--- config.mk ---
export PLATFORM = sky130hd
export DESIGN_NAME = regfile_wb_arbiter
export DESIGN_NICKNAME = d
export VERILOG_FILES = /design/src/rtl/regfile_wb_arbiter_pkg.sv /design/src/rtl/regfile_scoreboard.sv /design/src/rtl/regfile_wb_arbiter.sv
export SDC_FILE = /design/constraint.sdc
export NUM_CORES = 1
export LEC_CHECK = 0
export CAP_MARGIN = 20
export CELL_PAD_IN_SITES_DETAIL_PLACEMENT = 1
export CELL_PAD_IN_SITES_GLOBAL_PLACEMENT = 1
export CORE_ASPECT_RATIO = 0.9
export CORE_MARGIN = 2
export CORE_UTILIZATION = 28
export DETAILED_ROUTE_END_ITERATION = 6
export GPL_TIMING_DRIVEN = 0
export PLACE_DENSITY = 0.79
export SYNTH_ARGS = -nofsm -noshare
export SYNTH_HDL_FRONTEND = slang
export SYNTH_SLANG_ARGS = --single-unit
--- constraint.sdc ---
create_clock -name clk -period 2.09 [get_ports clk]
set_input_delay 0.418 -clock clk [delete_from_list [all_inputs] [get_ports clk]]
set_output_delay 0.418 -clock clk [all_outputs]
set_load 0.005 [all_outputs]
--- src/rtl/regfile_wb_arbiter_pkg.sv ---
// Shared definitions for the register-bank writeback arbiter.
//   DATA_WIDTH_DEF    : default writeback / bank word width
//   REG_ADDR_BITS_DEF : default register address width
//   NUM_REGS_DEF      : number of architectural registers (scoreboard depth)
//   port_sel_e        : encoding of the two writeback requesters
package regfile_wb_arbiter_pkg;

  localparam int unsigned DATA_WIDTH_DEF    = 32;
  localparam int unsigned REG_ADDR_BITS_DEF = 5;
  localparam int unsigned NUM_REGS_DEF      = 1 << REG_ADDR_BITS_DEF;

  typedef enum logic {
    PORT_A = 1'b0,
    PORT_B = 1'b1
  } port_sel_e;

endpackage

--- src/rtl/regfile_scoreboard.sv ---
// Busy-bit scoreboard for destinations of in-flight long-latency ops.
//   clk, reset           : clock, synchronous active-high reset
//   issue_valid/issue_rd : marks issue_rd busy at the edge (x0 ignored)
//   clr_en/clr_addr      : clears clr_addr busy at the edge (bank commit)
//   chk_rs1/rs2/rd       : operands looked up for the hazard flag
//   hazard               : any checked register busy (combinational)
//   busy_vec             : scoreboard contents
module regfile_scoreboard
  import regfile_wb_arbiter_pkg::*;
#(
  parameter int unsigned REG_ADDR_BITS = REG_ADDR_BITS_DEF
) (
  input  logic                       clk,
  input  logic                       reset,
  input  logic                       issue_valid,
  input  logic [REG_ADDR_BITS-1:0]   issue_rd,
  input  logic                       clr_en,
  input  logic [REG_ADDR_BITS-1:0]   clr_addr,
  input  logic [REG_ADDR_BITS-1:0]   chk_rs1,
  input  logic [REG_ADDR_BITS-1:0]   chk_rs2,
  input  logic [REG_ADDR_BITS-1:0]   chk_rd,
  output logic                       hazard,
  output logic [(1<<REG_ADDR_BITS)-1:0] busy_vec
);

  localparam int unsigned NUM_REGS = 1 << REG_ADDR_BITS;

  logic [NUM_REGS-1:0] busy_q;
  logic [NUM_REGS-1:0] busy_nxt;

  // Clear first so a same-cycle set of the same index wins; x0 is never busy.
  always_comb begin
    busy_nxt = busy_q;
    if (clr_en) begin
      busy_nxt[clr_addr] = 1'b0;
    end
    if (issue_valid && (issue_rd != '0)) begin
      busy_nxt[issue_rd] = 1'b1;
    end
    busy_nxt[0] = 1'b0;
  end

  always_ff @(posedge clk) begin
    if (reset) begin
      busy_q <= '0;
    end else begin
      busy_q <= busy_nxt;
    end
  end

  // Lookup uses registered state only; no bypass of the same-cycle write.
  assign hazard   = busy_q[chk_rs1] | busy_q[chk_rs2] | busy_q[chk_rd];
  assign busy_vec = busy_q;

endmodule

--- src/rtl/regfile_wb_arbiter.sv ---
// Round-robin arbiter sharing the register bank write port between the ALU
// (port A) and the load/multiply unit (port B), with a registered write
// stage and a busy scoreboard for decode hazard detection.
//   clk, reset                      : clock, synchronous active-high reset
//   a_valid/a_rd/a_data/a_ready     : port A writeback handshake
//   b_valid/b_rd/b_data/b_ready     : port B writeback handshake
//   issue_valid/issue_rd            : long-latency op issue (marks rd busy)
//   chk_rs1/chk_rs2/chk_rd, hazard  : decode operand busy check
//   register_enable_write/address/data : registered bank write port
//   busy_vec                        : scoreboard contents for debug
module regfile_wb_arbiter
  import regfile_wb_arbiter_pkg::*;
#(
  parameter int unsigned DATA_WIDTH    = DATA_WIDTH_DEF,
  parameter int unsigned REG_ADDR_BITS = REG_ADDR_BITS_DEF
) (
  input  logic                          clk,
  input  logic                          reset,
  input  logic                          a_valid,
  input  logic [REG_ADDR_BITS-1:0]      a_rd,
  input  logic [DATA_WIDTH-1:0]         a_data,
  output logic                          a_ready,
  input  logic                          b_valid,
  input  logic [REG_ADDR_BITS-1:0]      b_rd,
  input  logic [DATA_WIDTH-1:0]         b_data,
  output logic                          b_ready,
  input  logic                          issue_valid,
  input  logic [REG_ADDR_BITS-1:0]      issue_rd,
  input  logic [REG_ADDR_BITS-1:0]      chk_rs1,
  input  logic [REG_ADDR_BITS-1:0]      chk_rs2,
  input  logic [REG_ADDR_BITS-1:0]      chk_rd,
  output logic                          hazard,
  output logic                          register_enable_write,
  output logic [REG_ADDR_BITS-1:0]      register_address_to_write,
  output logic [DATA_WIDTH-1:0]         register_data_to_write,
  output logic [(1<<REG_ADDR_BITS)-1:0] busy_vec
);

  port_sel_e                last_grant_q;
  logic                     grant;
  logic [REG_ADDR_BITS-1:0] grant_rd;
  logic [DATA_WIDTH-1:0]    grant_data;

  // One grant per cycle; on contention the port not granted last wins.
  always_comb begin
    a_ready = 1'b0;
    b_ready = 1'b0;
    if (a_valid && b_valid) begin
      if (last_grant_q == PORT_B) begin
        a_ready = 1'b1;
      end else begin
        b_ready = 1'b1;
      end
    end else begin
      a_ready = a_valid;
      b_ready = b_valid;
    end
  end

  assign grant      = a_ready | b_ready;
  assign grant_rd   = a_ready ? a_rd   : b_rd;
  assign grant_data = a_ready ? a_data : b_data;

  // Pointer resets to B so that A is favoured first; it moves only on a grant.
  always_ff @(posedge clk) begin
    if (reset) begin
      last_grant_q <= PORT_B;
    end else if (grant) begin
      last_grant_q <= a_ready ? PORT_A : PORT_B;
    end
  end

  // Write stage: a grant to x0 is consumed but never reaches the bank,
  // and address/data hold whenever nothing is written.
  always_ff @(posedge clk) begin
    if (reset) begin
      register_enable_write     <= 1'b0;
      register_address_to_write <= '0;
      register_data_to_write    <= '0;
    end else if (grant && (grant_rd != '0)) begin
      register_enable_write     <= 1'b1;
      register_address_to_write <= grant_rd;
      register_data_to_write    <= grant_data;
    end else begin
      register_enable_write     <= 1'b0;
    end
  end

  // Busy bits clear on the same edge the bank commits the write.
  regfile_scoreboard #(
    .REG_ADDR_BITS (REG_ADDR_BITS)
  ) u_scoreboard (
    .clk         (clk),
    .reset       (reset),
    .issue_valid (issue_valid),
    .issue_rd    (issue_rd),
    .clr_en      (register_enable_write),
    .clr_addr    (register_address_to_write),
    .chk_rs1     (chk_rs1),
    .chk_rs2     (chk_rs2),
    .chk_rd      (chk_rd),
    .hazard      (hazard),
    .busy_vec    (busy_vec)
  );

endmodule

; Word level (Yosys, flattened, before mapping)
; Index checks and enable logic that the tools add are counted.
[totals]
regBits = 71
latch_bits = 0
mem_bits_rw = 0
rom_bits = 0
in_bits = 99
output_inout_bits = 73
word_cells = 46
mem_count = 0
[classes]
add_sub_neg = 0
n_mul = 0
n_div = 0
n_lt_le_gt_ge = 7
eq_ne = 0
shifts = 0
muxes = 20
bitwise_logic = 6
n_reduce_logical = 7
[ops]
columns = operator, n
row1 = two-way mux 32 bit, 3
row2 = bitwise AND 32 bit, 1
row3 = NOT 32 bit, 1
row4 = OR 32 bit, 1
row5 = "less-than comparator 5 x 6 -> 1 bit, second input constant", 5
row6 = binary-select mux 1 bit (select 5 bit), 3
row7 = two-way mux 1 bit, 11
row8 = demux 1 bit (select 5 bit), 2
row9 = "greater-or-equal comparator 5 x 1 -> 1 bit, second input constant", 2
row10 = nonzero test 5 bit, 2
row11 = logical AND 1 bit, 5
row12 = two-way mux 5 bit, 1
row13 = OR 1 bit, 3

; Logic depth before layout (Yosys ltp)
[logic_depth]
ltp_word = 9
ltp_mapped = 7
depth_no_buf = 5

; By module
; From an unflattened synthesis, not the netlist that was laid out.
[unflattened]
cells_unflattened = 520
area_unflattened_um2 = 4555.6
[by_module_without_submodules]
columns = module, instances, cells_per_inst, area_per_inst_um2, seq_area_each_um2
row1 = regfile_wb_arbiter, 1, 274, 2414.8, 780.7
row2 = regfile_scoreboard, 1, 246, 2140.8, 620.6

; Least setup slack after synthesis
; Ideal clock, no wire load.
[synth_timing]
path_type = input port to output port
start = input chk_rs2[0]
end = output hazard
arrival_time_ps = 1712
t_required_ps = 1672
setup_slack_ps = -40
path_stages = 6
n_path_buf = 1
cell_sequence = buf_2 > mux4_2 > and4b_1 > a41oi_1 > o2111a_1 > nand4_1
[synth_between]
elab_chain_cells = 4
[synth_rtl]
columns = element, line_no
row1 = start: declaration, regfile_wb_arbiter.sv:30  ; input logic [REG_ADDR_BITS-1:0] chk_rs2,
row2 = binary-select mux 1 bit (select 5 bit), regfile_scoreboard.sv:52  ; assign hazard = busy_q[chk_rs1] | busy_q[chk_rs2] | busy_q[chk_rd];
row3 = two-way mux 1 bit (implied by the code), regfile_scoreboard.sv:52
row4 = OR 1 bit (2 in series), regfile_scoreboard.sv:52
row5 = end: declaration, regfile_wb_arbiter.sv:32  ; output logic hazard,
; No other way between the ends. The select of a mux whose other input is x is not followed.

; Worst setup path in the final report
[layout_timing]
start = register u_scoreboard.busy_q[23] (netlist: u_scoreboard.busy_vec[23])
end = output hazard
[layout_between]
elab_chain_cells = 4
word_cells_on_any_way = 8
cone_classes = mux: 6 / bitwise: 2
[layout_rtl]
columns = element, line_no
row1 = start: declaration, regfile_scoreboard.sv:28  ; logic [NUM_REGS-1:0] busy_q;
row2 = start signal: assignment, regfile_scoreboard.sv:47  ; busy_q <= busy_nxt;
row3 = binary-select mux 1 bit (select 5 bit), regfile_scoreboard.sv:52
row4 = two-way mux 1 bit (implied by the code), regfile_scoreboard.sv:52
row5 = OR 1 bit, regfile_scoreboard.sv:52
row6 = OR 1 bit *, regfile_scoreboard.sv:52
; Mark *: on every way between the ends. The rest lies on a longest branch, timed or not. The select of a mux whose other input is x is not followed.

==> metrics.log <==
[metrics] Synth Net Count: ~550
[metrics] H-tree Lvls: 3
[metrics] number of buffer cells added on primary ports: 163
[metrics] time the final worst path needs with I/O delays and setup: 2.45 ns
[metrics] Clock Path Buffers: 2
[metrics] post-synthesis async set-or-reset flop share: 0
[metrics] startpoint type of the worst setup path: flip-flop
[metrics] floorplan core area: 14000 sq um
[metrics] Initial Util: 0.285
[metrics] area of the die: 15200 sq um
[metrics] number of violations reported at the end of detailed-routing iteration 0: around 180
[metrics] vertical die dimension: 117 um
[metrics] Ports: roughly 170
[metrics] part of the Yosys area used for sequential elements: 0.351
[metrics] type of the tightest min-delay check: flip-flop to flip-flop
[metrics] endpoints failing setup: 1
[metrics] actual slew at the worst max-slew pin: 0.751 ns
[metrics] NetSw: a little over 1 mW
[metrics] clock latency reported for the late side of the worst-skew pair: between 0.3 and 0.4 ns
[metrics] setup skew after layout: 0.00700 ns
[metrics] via count of the first global-routing pass: 4819
[metrics] Worst setup EP type: output port
[metrics] WL met3: 1560 um
[metrics] row count: 41
[metrics] Routed met2 length: 7720 um
[metrics] wire length on met1: between 6000 and 7000 um
[metrics] Max rail drop VDD: 0.435 mV
[metrics] maximum cell stage delay along the critical path: 0.47 ns
[metrics] routability cong.: between 0.8 and 0.9
[metrics] FF+latch count, synth: 70
[metrics] cells along the critical path: buf_6 -> mux4_2 -> mux2i_2 -> nor3b_2 -> nor3_1 -> nand4_1 -> buf_2
[metrics] number of buffers created by CTS: 9
[metrics] leading register cell type out of synthesis: dfxtp_1
[metrics] max-slew violation count: 0
[metrics] share of power burned in registers: 0.391
[metrics] standard cell with the maximum stage delay on the critical path: mux4_2
[metrics] area of the multi-input gates: 2460 sq um
[metrics] number of distinct library cells after synthesis: 43
[metrics] Crit Path Max Fanout: 3
[metrics] post-route setup slack: -0.363 ns
[metrics] post-route clock period utilization: 1.17
[metrics] initial antenna violation count: 0
[metrics] internal power: 2.75 mW
[metrics] area added between synthesis and finish: 57.7%
[metrics] Sequential cell area: 1410 sq um
[metrics] cell at the root of the clock tree: clkbuf_16
[metrics] antenna fix cells: 0
[metrics] count of cells along the worst register-to-register path: 7
[metrics] overall power: 3.78 mW
[metrics] count of fill cells added during filler insertion: 1624
[metrics] number of DRC violations after detailed routing: 0
[metrics] Comb power frac: 0.240
[metrics] depth of the worst hold-timing path: 2
[metrics] synthesized cell area: 4000 sq um
[metrics] setup repair after global routing missed its margin: true
[metrics] number of flops mapped to enable cells by yosys: 0
[metrics] average cell area after synthesis: 8.78 sq um
[metrics] worst slew margin relative to its limit: 0.497
[metrics] Leak: 2.23 nW
[metrics] Hold Violations, Final: 0
[metrics] wire length of the first global-routing pass: 25500 um
[metrics] largest net degree at the start of global routing: 11
[metrics] Finished Cell Area: 6300 sq um
[metrics] number of nets in the layout: 737
[metrics] data required time at the worst endpoint: around 1.7 ns
[metrics] Initial DRT Pass Iterations: 4
[metrics] CTS tree: built
[metrics] GRT Resource Usage Total: 0.213
[metrics] cell count after synthesis: approximately 460
[metrics] clock-pin slew on the worst setup and hold paths: around 0.06 ns
[metrics] post-placement cell area: just under 6000 sq um
[metrics] via/cell ratio: 5.24
[metrics] final routed wire length divided by cell count: 19.1 um
[metrics] count of yosys warnings during synthesis: 0
[metrics] WS Path Type: flip-flop to output port
[metrics] fraction of final layout cells with drive strength greater than 1: 0.179
[metrics] peak clock frequency supported by timing: 0.408 GHz
[metrics] failing checks: setup timing
[metrics] worst path arrival time: 2.03 ns
[metrics] Pwr per Cell Area: ~600 nW/um^2
[metrics] Total Negative Setup Slacks: -0.363 ns
[metrics] Clk pwr share: 0.368
[metrics] detailed-route via count: 4382
[metrics] fraction of power spent switching nets: 0.274
[metrics] Detailed Route WL: 16000 um
[metrics] highest signal layer in the routed design: met4
[metrics] run status: finished with violations
[metrics] CTS sink count: 70
[metrics] reported max-cap violation count: 0
[metrics] count of hold buffers inserted by post-cts repair: 0
[metrics] die width: 130 um
[metrics] antenna violation net count after detailed routing: 0
[metrics] Overflow after GRT: 0
[metrics] dpl hpwl: 12500 um
per-stage QoR:
stage	setup slack [ns]	hold slack (ns)	util	std cells
after floorplan	0.0167	0.470	-	455
after global placement	-1.03	0.488	0.419	811
after CTS	-0.300	0.503	0.445	834
after global routing	-0.388	0.530	0.450	836
after detailed placement	-1.04	0.494	0.419	811
final	-0.363	0.496	0.450	836
worst max-delay path: cells and delay by family, from the launching register on:
| family | cells | cell delay (ns) |
|---|---|---|
| flops | 1 | 0.35 |
| simple gates | 3 | 0.41 |
| buf+inv | 2 | 0.26 |
| mux | 2 | 0.67 |
synthesized netlist by cell type (2+ instances only):
cell type    n  area [sq um]
a21oi_1     34           170
a222oi_1     4          40.0
a311oi_1     3          26.3
a311oi_2    30           450
a41oi_1      2          17.5
and3_1       2          12.5
and3b_1      4          35.0
buf_1        2          7.51
buf_2        7          35.0
buf_4        3          22.5
buf_6        4          45.0
clkbuf_1    20          75.1
dfxtp_1     70          1400
inv_1        2          7.51
mux2_2       2          22.5
mux2i_1     12           120
mux4_2      17           383
nand2_1    105           394
nand3_1      6          30.0
nand3b_1    11          82.6
nor2_1      45           169
nor2b_1      6          37.5
nor3_1       3          15.0
nor3b_1      6          45.0
o2111ai_1    2          17.5
o21ai_0     32           160
o21ai_2      2          17.5
or3b_2       2          17.5
or4_1        3          22.5
registers in the layout, summed over array words and instances (netlist names):
register,cells
u_scoreboard.busy_vec,31
register_enable_write,1
register_address_to_write,5
register_data_to_write,32
last_grant_q,1
cells by family (layout without fill, tap and decap cells):
family                 after synthesis  after routing  synth area share
AND/OR/NAND/NOR                    199            199             0.227
AO/OA/AOI/OAI                      116            116             0.241
buffers and inverters               38            226            0.0482
flip-flops                          70             70             0.351
multiplexers                        31             31             0.131
other                                1              1          0.000938
layer usage:
layer | track usage | vias to the layer above
met5 | 0 | -
met2 | 0.366 | 180
met4 | 0.0625 | 0
met3 | 0.0730 | 23
met1 | 0.248 | 2140
li1 | - | 2039
power groups by stage:
stage | sequential (mW) | combinational [mW] | clock (mW)
finish | 1.48 | 0.909 | 1.39
global route | 1.49 | 0.984 | 1.48
CTS | 1.48 | 0.901 | 1.41
detailed placement | 1.51 | 0.883 | 0
global placement | 1.50 | 0.863 | 0
floorplan | 1.50 | 0.396 | 0
path summary, 6_finish.rpt:
path | from | end | slack (ns)
worst max register to register | last_grant_q$_SDFFE_PP1P_ | register_data_to_write[27]$_SDFFE_PP0P_ | 0.28
worst min-delay path | register_data_to_write[9]$_SDFFE_PP0P_ | register_data_to_write[9]$_SDFFE_PP0P_ | 0.50
worst min register to register | register_data_to_write[9]$_SDFFE_PP0P_ | register_data_to_write[9]$_SDFFE_PP0P_ | 0.50
worst max-delay path | u_scoreboard.busy_vec[23]$_SDFF_PP0_ | hazard | -0.36
final cells by class:
type / instances / area share
Buffer: 35 / 0.0345
Clock buffer: 15 / 0.0409
Clock inverter: 1 / 0.000794
Inverter: 2 / 0.00119
Multi-Input combinational cell: 347 / 0.391
Sequential cell: 70 / 0.224
Tap cell: 193 / 0.0383
Timing Repair Buffer: 173 / 0.269
cells in the final DEF (no fill, tap or decap), types with 7 or more instances in the layout:
master	count
o21ai_0	32
buf_6	7
clkbuf_16	9
a21oi_1	34
nor2_2	8
mux4_2	17
nand2_1	104
nand3b_1	11
clkbuf_1	20
buf_4	10
clkdlybuf4s50_1	156
a311oi_2	30
mux2i_1	11
nor2_1	37
dfxtp_1	64
what timing repair did:
item,CTS,global route
endpoints found under the setup margin,13,21
pin swaps,2,4
resized for setup,29,21
gates cloned,1,0
buffers inserted,6,2
No activity file was read; power rests on OpenSTA's default activity.
